===== config.mk =====
export PLATFORM = sky130hd
export DESIGN_NAME = video_raster_counter
export DESIGN_NICKNAME = d
export VERILOG_FILES = /design/src/rtl/video_pattern_pkg.sv /design/src/rtl/video_raster_counter.sv
export SDC_FILE = /design/constraint.sdc
export NUM_CORES = 1
export LEC_CHECK = 0
export BUFFER_PORTS_ARGS = -buffer_cell sky130_fd_sc_hd__buf_2
export CAP_MARGIN = 20
export CORE_ASPECT_RATIO = 0.75
export CORE_UTILIZATION = 35
export CTS_CLUSTER_DIAMETER = 120
export DETAILED_ROUTE_END_ITERATION = 12
export PLACE_DENSITY = 0.63
export SLEW_MARGIN = 20
export SYNTH_ARGS = -nofsm -noshare
export SYNTH_HDL_FRONTEND = slang
export SYNTH_SLANG_ARGS = --single-unit

===== constraint.sdc =====
create_clock -name clock -period 2.4 [get_ports clock]
set_clock_uncertainty 0.15 [all_clocks]
set_input_delay 0.24 -clock clock [delete_from_list [all_inputs] [get_ports clock]]
set_output_delay 0.24 -clock clock [all_outputs]
set_load 0.005 [all_outputs]

===== src/rtl/video_pattern_pkg.sv =====
// Shared constants, FSM state encoding and expected-pixel function for the quadrant video pattern.
// Used by both the pattern source and the pattern checker.
package video_pattern_pkg;

   localparam int unsigned VISIBLE_WIDTH  = 800;
   localparam int unsigned VISIBLE_HEIGHT = 600;
   localparam int unsigned FRAME_RATE     = 72;

   localparam logic [23:0] Q1_COLOR = 24'h00CC00;
   localparam logic [23:0] Q2_COLOR = 24'h00CCCC;
   localparam logic [23:0] Q3_COLOR = 24'hFF9A26;
   localparam logic [23:0] Q4_COLOR = 24'h9D26FF;

   typedef logic [1:0] state_t;
   localparam state_t StIdle   = 2'd0;
   localparam state_t StRun    = 2'd1;
   localparam state_t StReport = 2'd2;

   // phase 0 shows the inverted palette, phase 1 the true colours
   function automatic logic [23:0] expected_pixel(input logic [9:0] x, input logic [9:0] y,
                                                  input logic phase);
      logic [23:0] color;
      color = Q1_COLOR;
      case ({y[5], x[6]})
         2'b00:   color = Q1_COLOR;
         2'b01:   color = Q2_COLOR;
         2'b10:   color = Q3_COLOR;
         default: color = Q4_COLOR;
      endcase
      return phase ? color : ~color;
   endfunction

endpackage


===== src/rtl/video_raster_counter.sv =====
// Raster position tracker: x/y/frame counters and inversion phase, advanced only on transfer.
module video_raster_counter #(
   parameter int unsigned VISIBLE_WIDTH  = video_pattern_pkg::VISIBLE_WIDTH,
   parameter int unsigned VISIBLE_HEIGHT = video_pattern_pkg::VISIBLE_HEIGHT,
   parameter int unsigned FRAME_RATE     = video_pattern_pkg::FRAME_RATE
) (
   input  logic       clock,
   input  logic       reset,
   input  logic       xfer,
   output logic [9:0] x,
   output logic [9:0] y,
   output logic       eof,
   output logic       phase
);

   logic [9:0] x_q, x_d, y_q, y_d;
   logic [6:0] fcnt_q, fcnt_d;
   logic       phase_q, phase_d;
   logic       eol;

   assign eol = (x_q == 10'(VISIBLE_WIDTH - 1));
   assign eof = eol && (y_q == 10'(VISIBLE_HEIGHT - 1));

   always_comb begin
      x_d     = x_q;
      y_d     = y_q;
      fcnt_d  = fcnt_q;
      phase_d = phase_q;
      if (xfer) begin
         if (eol) begin
            x_d = '0;
            if (eof) begin
               y_d = '0;
               if (fcnt_q == 7'(FRAME_RATE - 1)) begin
                  fcnt_d  = '0;
                  phase_d = ~phase_q;
               end else begin
                  fcnt_d = fcnt_q + 7'd1;
               end
            end else begin
               y_d = y_q + 10'd1;
            end
         end else begin
            x_d = x_q + 10'd1;
         end
      end
   end

   always_ff @(posedge clock) begin
      if (reset) begin
         x_q     <= '0;
         y_q     <= '0;
         fcnt_q  <= '0;
         phase_q <= 1'b0;
      end else begin
         x_q     <= x_d;
         y_q     <= y_d;
         fcnt_q  <= fcnt_d;
         phase_q <= phase_d;
      end
   end

   assign x     = x_q;
   assign y     = y_q;
   assign phase = phase_q;

endmodule


==> flow_summary.json <==
{
  "path_clk_slew_ns": 0.09,
  "postCtsSetupBuffers": 0,
  "drive_gt1_frac": 0.199,
  "endpoint_kind": "output port",
  "grt_pass1_vias": 1131,
  "antenna_found_initial": 0,
  "synth_nets": 165,
  "fp.dieArea_mm2": 0.00416,
  "start_util": 0.370,
  "post_cts_resized": 0,
  "worstHoldPathType": "input port to flip-flop",
  "fmax_mhz": 439,
  "reg2reg_from": "x[6]$_SDFFE_PP0P_",
  "path_class": "flip-flop to output port",
  "post-dp-hpwl_um": 2240,
  "setup_viol": 0,
  "grt_pass1_wl_um": 5010,
  "vias": 1270,
  "rsz0062_at_grt": "no",
  "core_area_mm2": 0.00368,
  "final_cell_mix": "28 x dfxtp_1, 24 x buf_2, 17 x nor2_1",
  "track_usage": 0.153,
  "critPathArrivalTime_ns": 1.89,
  "fp-row-count": 19,
  "utilization": 0.438,
  "routed_wl_um": 3210,
  "cp.required_ns": 2.01,
  "power_density_mw_per_mm2": 463,
  "final_common_cell": "dfxtp_1",
  "peakVddDrop_mv": 0.204,
  "drv_slew": 0,
  "ys_seq_area_frac": 0.411,
  "die_height_um": 56.1,
  "grt_overflow": 0,
  "clock-root-buffer": "clkbuf_8",
  "port_buffers": 24,
  "cp_max_fo": 13,
  "antenna_cells": 0,
  "grt_max_degree": 24,
  "cts_tree": "built",
  "first_pass_iters": 4,
  "max_cap_viol_count": 0,
  "fin_crit_ns": 2.28,
  "routabilityCongestion": 0.825,
  "nets": 194,
  "hold_viol": 0,
  "insertion_delay_ns": 0.27,
  "status": "finished clean",
  "max_slew_margin": 0.727,
  "seq_area_um2": 561,
  "h-tree-depth": 1,
  "syn-cell-area_mm2": 0.00137,
  "ios": 25,
  "die_w_um": 74.1,
  "fill_cells": 361,
  "drt.antenna.violating_nets": 0,
  "syn_avg_cell_area_um2": 8.59,
  "setup_tns_ns": 0,
  "crit_path_start_kind": "flip-flop",
  "cts_buffer_depth": 2,
  "route.detailed.drc": 0,
  "crit_start": "y[0]$_SDFFE_PP0P_",
  "cts_num_sinks": 28,
  "synth_cell_types": 34,
  "synth-warning-count": 0,
  "hp-start": "xfer",
  "ys_ff_latch": 28,
  "cts_made_buffers": 3,
  "multi_input_area_um2": 758,
  "drtIter0Drc": 59,
  "drt-vias-per-instance": 5.34,
  "fin_crit_sh": 0.949,
  "area_growth_pct": 18.1,
  "hold_buffers": 0,
  "tightestPinTransition_ns": 0.410,
  "synthCells": 159,
  "p_leak_nw": 0.590,
  "wl_per_cell_um": 13.5
}
## per-stage QoR
stage,hold slack [ns],total power (W),instances,cell area [µm²],worst slack (ns)
floorplan,0.282,0.000500,159,1370,0.0651
global placement,0.307,0.000507,234,1560,0.161
detailed placement,0.315,0.000509,234,1560,0.0905
CTS,0.140,0.000755,237,1600,0.0703
global route,0.154,0.000776,238,1610,0.0297
finish,0.148,0.000746,238,1610,0.123
## kinds of logic after synthesis
family                     Yosys count  share of synthesized area
AOI/OAI and AO/OA                   27                      0.126
xor gates and xnor gates            13                     0.0834
adders and majority gates            3                     0.0275
buffers and inverters               13                     0.0422
DFF                                 28                      0.411
muxes                                2                     0.0156
and+or+nand+nor                     73                      0.295
## synthesized netlist by cell type, drive strengths merged
library cell / count / area [µm²]
inv: 6 / 22.5
or3: 2 / 17.5
buf: 2 / 16.3
o31ai: 6 / 45.0
a211oi: 1 / 7.51
a311oi: 2 / 17.5
a21o: 1 / 7.51
nand4b: 1 / 8.76
mux2: 1 / 11.3
and4: 1 / 8.76
o31a: 1 / 8.76
a21oi: 11 / 55.1
nor3: 5 / 25.0
xor2: 3 / 26.3
mux2i: 1 / 10.0
dfxtp: 28 / 561
o21ai: 3 / 15.0
o22ai: 1 / 6.26
nor2: 17 / 63.8
nor4: 4 / 25.0
clkbuf: 5 / 18.8
nor4b: 3 / 26.3
nand2: 8 / 30.0
ha: 3 / 37.5
nand4: 5 / 31.3
nand2b: 3 / 18.8
or4: 7 / 52.6
a41oi: 1 / 8.76
xnor2: 10 / 87.6
nand3: 12 / 60.1
and3: 4 / 25.0
or4b: 1 / 10.0
## metal layers
metal	vias up	global-route usage	share of wire
met5	-	0	0
met4	0	0.0330	0.0059
met3	2	0.0380	0.035
met2	23	0.230	0.46
met1	601	0.219	0.50
li1	644	-	-
## flip-flops by register name, summed over array words and instances (netlist names)
signal / flops
fcnt_q: 7
phase: 1
x: 10
y: 10
## path summary, 6_finish.rpt
kind                        end  cells past startpoint  slack [ns]
max                         eof                      6        0.12
min           x[0]$_SDFFE_PP0P_                      3        0.15
max reg2reg   y[7]$_SDFFE_PP0P_                      4        0.15
min reg2reg  phase$_SDFFE_PP0P_                      2        0.33
## critical path, stage by stage, from the launching register on
cell	delay (ns)
dfxtp_1	0.41
ha_1	0.24
and3_1	0.19
nand4_1	0.10
buf_4	0.20
nor4_1	0.31
buf_2	0.17
## cell type report
class,count,area share
clock buffers,3,0.0256
flip-flops and latches,28,0.348
multi-input cells,119,0.470
well taps,52,0.0403
inverters,6,0.0140
repair buffers,30,0.102
## power breakdown
group,switching [W],internal [W]
clock,0.000135,0.000112
combinational,0.0000153,0.0000102
sequential,0.00000510,0.000468
No activity file was read; power rests on OpenSTA's default activity.
